<file path="src/rtl/conv_seq_controller.sv">
// Multi-channel convolution sequencer: coefficient load, window fill, tap-by-tap MAC,
// result hand-off with back-pressure and one-sample window shift, for NUM_CH channels.
module conv_seq_controller #(
  parameter int NUM_TAPS = 8,
  parameter int NUM_OUT  = 16,
  parameter int NUM_CH   = 4,
  localparam int TW = ($clog2(NUM_TAPS) < 1) ? 1 : $clog2(NUM_TAPS),
  localparam int OW = ($clog2(NUM_OUT)  < 1) ? 1 : $clog2(NUM_OUT),
  localparam int CW = ($clog2(NUM_CH)   < 1) ? 1 : $clog2(NUM_CH)
) (
  input  logic          clk,
  input  logic          n_rst,
  input  logic          conv_en,
  input  logic          reload_coeff,
  input  logic          abort,
  input  logic          in_valid,
  input  logic          result_ready,
  output logic          coeff_req,
  output logic          sample_req,
  output logic          coeff_wr_en,
  output logic          sample_wr_en,
  output logic [TW-1:0] tap_idx,
  output logic          mac_en,
  output logic          mac_clear,
  output logic          shift,
  output logic          result_valid,
  output logic [OW-1:0] out_idx,
  output logic [CW-1:0] ch_sel,
  output logic          busy,
  output logic          done
);

  typedef enum logic [2:0] {
    S_IDLE, S_LOAD_COEFF, S_FILL, S_MAC, S_RESULT, S_SHIFT, S_NEXT_CH, S_DONE
  } state_t;

  localparam logic [TW-1:0] TAP_LAST = TW'(NUM_TAPS - 1);
  localparam logic [OW-1:0] OUT_LAST = OW'(NUM_OUT - 1);
  localparam logic [CW-1:0] CH_LAST  = CW'(NUM_CH - 1);

  state_t        state, state_nx;
  logic [TW-1:0] tap_cnt, tap_nx;
  logic [OW-1:0] out_cnt, out_nx;
  logic [CW-1:0] ch_cnt, ch_nx;
  logic          coeff_loaded, loaded_nx;

  // n_rst is active-high and synchronous
  always_ff @(posedge clk) begin
    if (n_rst) begin
      state        <= S_IDLE;
      tap_cnt      <= '0;
      out_cnt      <= '0;
      ch_cnt       <= '0;
      coeff_loaded <= 1'b0;
    end else begin
      state        <= state_nx;
      tap_cnt      <= tap_nx;
      out_cnt      <= out_nx;
      ch_cnt       <= ch_nx;
      coeff_loaded <= loaded_nx;
    end
  end

  always_comb begin
    state_nx     = state;
    tap_nx       = tap_cnt;
    out_nx       = out_cnt;
    ch_nx        = ch_cnt;
    loaded_nx    = coeff_loaded;
    coeff_req    = 1'b0;
    sample_req   = 1'b0;
    coeff_wr_en  = 1'b0;
    sample_wr_en = 1'b0;
    tap_idx      = '0;
    mac_en       = 1'b0;
    mac_clear    = 1'b0;
    shift        = 1'b0;
    result_valid = 1'b0;
    done         = 1'b0;

    case (state)
      S_IDLE: begin
        if (conv_en) begin
          tap_nx   = '0;
          out_nx   = '0;
          ch_nx    = '0;
          state_nx = (reload_coeff || !coeff_loaded) ? S_LOAD_COEFF : S_FILL;
        end
      end
      S_LOAD_COEFF: begin
        coeff_req   = 1'b1;
        coeff_wr_en = in_valid;
        tap_idx     = tap_cnt;
        if (in_valid) begin
          if (tap_cnt == TAP_LAST) begin
            tap_nx    = '0;
            loaded_nx = 1'b1;
            state_nx  = S_FILL;
          end else begin
            tap_nx = tap_cnt + TW'(1);
          end
        end
      end
      S_FILL: begin
        sample_req   = 1'b1;
        sample_wr_en = in_valid;
        tap_idx      = tap_cnt;
        if (in_valid) begin
          if (tap_cnt == TAP_LAST) begin
            tap_nx   = '0;
            state_nx = S_MAC;
          end else begin
            tap_nx = tap_cnt + TW'(1);
          end
        end
      end
      S_MAC: begin
        mac_en    = 1'b1;
        mac_clear = (tap_cnt == '0);
        tap_idx   = tap_cnt;
        if (tap_cnt == TAP_LAST) begin
          tap_nx   = '0;
          state_nx = S_RESULT;
        end else begin
          tap_nx = tap_cnt + TW'(1);
        end
      end
      S_RESULT: begin
        result_valid = 1'b1;
        if (result_ready) begin
          if (out_cnt == OUT_LAST) begin
            state_nx = S_NEXT_CH;
          end else begin
            out_nx   = out_cnt + OW'(1);
            state_nx = S_SHIFT;
          end
        end
      end
      S_SHIFT: begin
        // the shifted-in sample always lands in the newest window slot
        sample_req   = 1'b1;
        sample_wr_en = in_valid;
        shift        = in_valid;
        tap_idx      = TAP_LAST;
        if (in_valid) state_nx = S_MAC;
      end
      S_NEXT_CH: begin
        out_nx = '0;
        if (ch_cnt == CH_LAST) begin
          state_nx = S_DONE;
        end else begin
          ch_nx    = ch_cnt + CW'(1);
          state_nx = S_FILL;
        end
      end
      S_DONE: begin
        done     = 1'b1;
        state_nx = S_IDLE;
      end
      default: state_nx = S_IDLE;
    endcase

    // abort overrides every transition; a half-written coefficient set is invalid
    if (abort && state != S_IDLE) begin
      state_nx = S_IDLE;
      tap_nx   = '0;
      out_nx   = '0;
      ch_nx    = '0;
      if (state == S_LOAD_COEFF) loaded_nx = 1'b0;
    end
  end

  assign busy    = (state != S_IDLE);
  assign out_idx = out_cnt;
  assign ch_sel  = ch_cnt;

endmodule

</file>
<file path="config.mk">
export PLATFORM = sky130hd
export DESIGN_NAME = conv_seq_controller
export DESIGN_NICKNAME = d
export VERILOG_FILES = /design/src/rtl/conv_seq_controller.sv
export SDC_FILE = /design/constraint.sdc
export NUM_CORES = 1
export LEC_CHECK = 0
export BUFFER_PORTS_ARGS = -buffer_cell sky130_fd_sc_hd__buf_2
export CAP_MARGIN = 20
export CORE_MARGIN = 2
export CORE_UTILIZATION = 55
export CTS_CLUSTER_DIAMETER = 120
export DETAILED_ROUTE_END_ITERATION = 16
export HOLD_SLACK_MARGIN = 0.02
export PLACE_DENSITY = 0.84
export SLEW_MARGIN = 15
export SYNTH_ARGS = -nofsm -noshare
export SYNTH_HDL_FRONTEND = slang
export SYNTH_SLANG_ARGS = --single-unit
export TNS_END_PERCENT = 50
</file>
<file path="constraint.sdc">
create_clock -name clk -period 2.7 [get_ports clk]
set_input_delay 0.54 -clock clk [delete_from_list [all_inputs] [get_ports clk]]
set_output_delay 0.54 -clock clk [all_outputs]
set_load 0.02 [all_outputs]
</file>
==> metrics.md <==
| Metric | Value |
|---|---|
| Switching share of power | 0.357 |
| Hold WS | 465 ps |
| Root Buffer | clkbuf_4 |
| Met2 usage | 0.383 |
| DRT Wirelength | 2150 µm |
| PwrDens | 448 nW/µm² |
| CTS H-tree lvls | 1 |
| Die Ht | 45.8 µm |
| Antenna viol nets, final | 0 |
| R2R Setup Slk | 660 ps |
| Pre-antenna DRT Iters | 4 |
| Crit-path max FO | 21 |
| Syn nets | 135 |
| Post-synth EDFFs | 0 |
| Final instance area | 1080 µm² |
| Fillers | 152 |
| Dpl hpwl | 1580 µm |
| Row count | 15 |
| Setup Buffers After CTS | 0 |
| Slew HR | 0.546 |
| Hold/Removal Path Class | in2reg |
| Crit Path Class | reg2out |
| Die ar. | 2090 µm² |
| Clk network pwr share | 0.260 |
| Post-synth top area share | 0.271 |
| Placer Congestion | 0.773 |
| Initial antenna violation count | 0 |
| Fin nets | 157 |
| Starting Density | 0.568 |
| Synth cell types | 41 |
| Outcome | finished clean |
| Number of synthesized register bits | 13 |
| Critical Path AT | 1780 ps |
| Worst-path clk slew | 80 ps |
| Setup TNS | 0 ps |
| RSZ-0062 raised after global routing | false |
| Clk_lat worst skew | 280 ps |
| First-pass GRT wire length | 3460 µm |
| Most frequent cell after synthesis | nor2_1 |
| Synthesized area per cell | 7.80 µm² |
| Via count | 948 |
| Total grt overflow | 0 |
| Drt via density | 5.89 |
| Final core occ | 0.641 |
| Max VDD drop | 0.309 mV |
| Area grow syn2layout | 12.8% |
| CTS Buf Count | 3 |
| Synth cell count leaders | nor2_1 (16), dfxtp_1 (13), a21oi_1 (9) |
| Primary FF master, synth | dfxtp_1 |
| Initial DRC count | 31 |
| Critical Path RT | 2160 ps |
| # Max-Cap Violations | 0 |
| CTS tree | done |
| Fin. Hold Viols | 0 |
| Ys Warns | 0 |
| Clock Sink Count | 13 |
| Syn Inst Count | 123 |
| Sw Pwr | 173 µW |
| Worst Max-Slew Pin Slew | 680 ps |
| Clock tree buffer depth | 2 |
| Most used routing layer | met2 |
| Register area share after synthesis | 0.271 |
| Internal Power | 312 µW |
| Fin crit share | 0.860 |
| Largest net degree at the start of global routing | 22 |
| GRT Resource Usage Total | 0.225 |
| Wire length per cell | 13.3 µm |
| Max Freq | 431 MHz |
| Post_cts resized | 0 |
| Number of global-route vias before repair | 808 |
| Number of buffers added to fix hold violations after cts | 0 |
| Io pins | 26 |
| Mapped Area | 960 µm² |
| M1 GR Usage | 0.290 |
| Final min period | 2320 ps |
| Asr flop ratio synth | 0 |
| Reg2Reg Depth | 5 |
| Antenna diode count | 0 |
| Core Region | 1690 µm² |
| CP startpoint kind | flip-flop |
| Pins Over Slew Limit | 0 |
| WHS Path Cells | 2 |
| Static leakage | 0.000499 µW |
| Setup violations, final | 0 |
| Skew final | 1.02 ps |
| Port bufs | 25 |
| Die Width | 45.8 µm |
| # DRC | 0 |
| Share of post-route cells with drive strength above 1 | 0.250 |
| Power share of the sequential group | 0.457 |
| Combinational share of power | 0.283 |
| Cell Area, Placed | 1060 µm² |
| M3 GR Usage | 0.0238 |
| Area leader, netlist | dfxtp_1 |
| CP Capture Type | primary output |
| Synth top area cells | dfxtp_1 (27%), ha_1 (6.5%), nor2_1 (6.3%) |
final timing paths:
kind,start,end
setup reg to reg,state[2],out_idx[3]
setup / recovery,state[1],tap_idx[0]
hold / removal,n_rst,coeff_loaded
hold reg to reg,coeff_loaded,coeff_loaded
state kept, by name, summed over array words and instances (netlist names):
name and flops:
ch_sel 2, coeff_loaded 1, out_idx 4, state 3, tap_cnt 3
layout by cell type, fill, tap and decap left out, types with 3 or more instances in the layout:
cell type / count
nor2_1: 16
nand2_1: 6
ha_1: 5
or3b_1: 3
mux2i_1: 3
a21o_1: 3
o21ai_1: 5
clkbuf_4: 3
inv_1: 6
dfxtp_1: 13
a21oi_1: 9
nor3_1: 3
nand4_1: 3
nor2b_1: 3
nand3_1: 6
buf_2: 25
power groups by stage:
stage | clock network (µW) | registers (µW) | logic, µW
3_5_place_dp | 0 | 225 | 136
5_1_grt | 136 | 224 | 151
6_report | 126 | 222 | 137
4_1_cts | 130 | 221 | 137
3_3_place_gp | 0 | 223 | 132
2_1_floorplan | 0 | 207 | 131
cells by family (layout without fill, tap and decap cells):
kind of cell / after synthesis / count (layout) / synth area share
AO/OA/AOI/OAI: 29 / 29 / 0.207
adder cells (fa/ha/maj): 5 / 5 / 0.0652
buffers and inverters: 17 / 38 / 0.0913
flip-flops: 13 / 13 / 0.271
multiplexers: 3 / 3 / 0.0313
AND/OR/NAND/NOR: 56 / 56 / 0.334
metrics by stage:
stage | cells | setup WS [ps] | total power (µW)
after global routing | 161 | 250 | 511
after CTS | 161 | 400 | 488
after detailed placement | 157 | 735 | 362
after global placement | 157 | 796 | 355
after floorplan | 123 | 562 | 337
final | 161 | 378 | 485
per-layer routing:
| metal | wire length [µm] | vias up |
|---|---|---|
| li1 | - | 482 |
| met1 | 987 | 437 |
| met2 | 1040 | 25 |
| met3 | 84 | 4 |
| met4 | 29 | 0 |
| met5 | 0 | - |
critical path, cell delays in order, from the launching register on:
cell and delay, ps:
dfxtp_1 770, nor2_1 220, a21o_1 240, nor2_1 100, buf_2 170
area by class of cell:
type / count / area, µm² / area share
multi-input combinational: 93 / 612 / 0.565
sequential: 13 / 260 / 0.240
timing repair buffer: 26 / 133 / 0.123
inverter: 8 / 30.0 / 0.0277
clock buffer: 4 / 26.3 / 0.0243
tap: 17 / 21.3 / 0.0197
No activity file was read; power rests on OpenSTA's default activity.
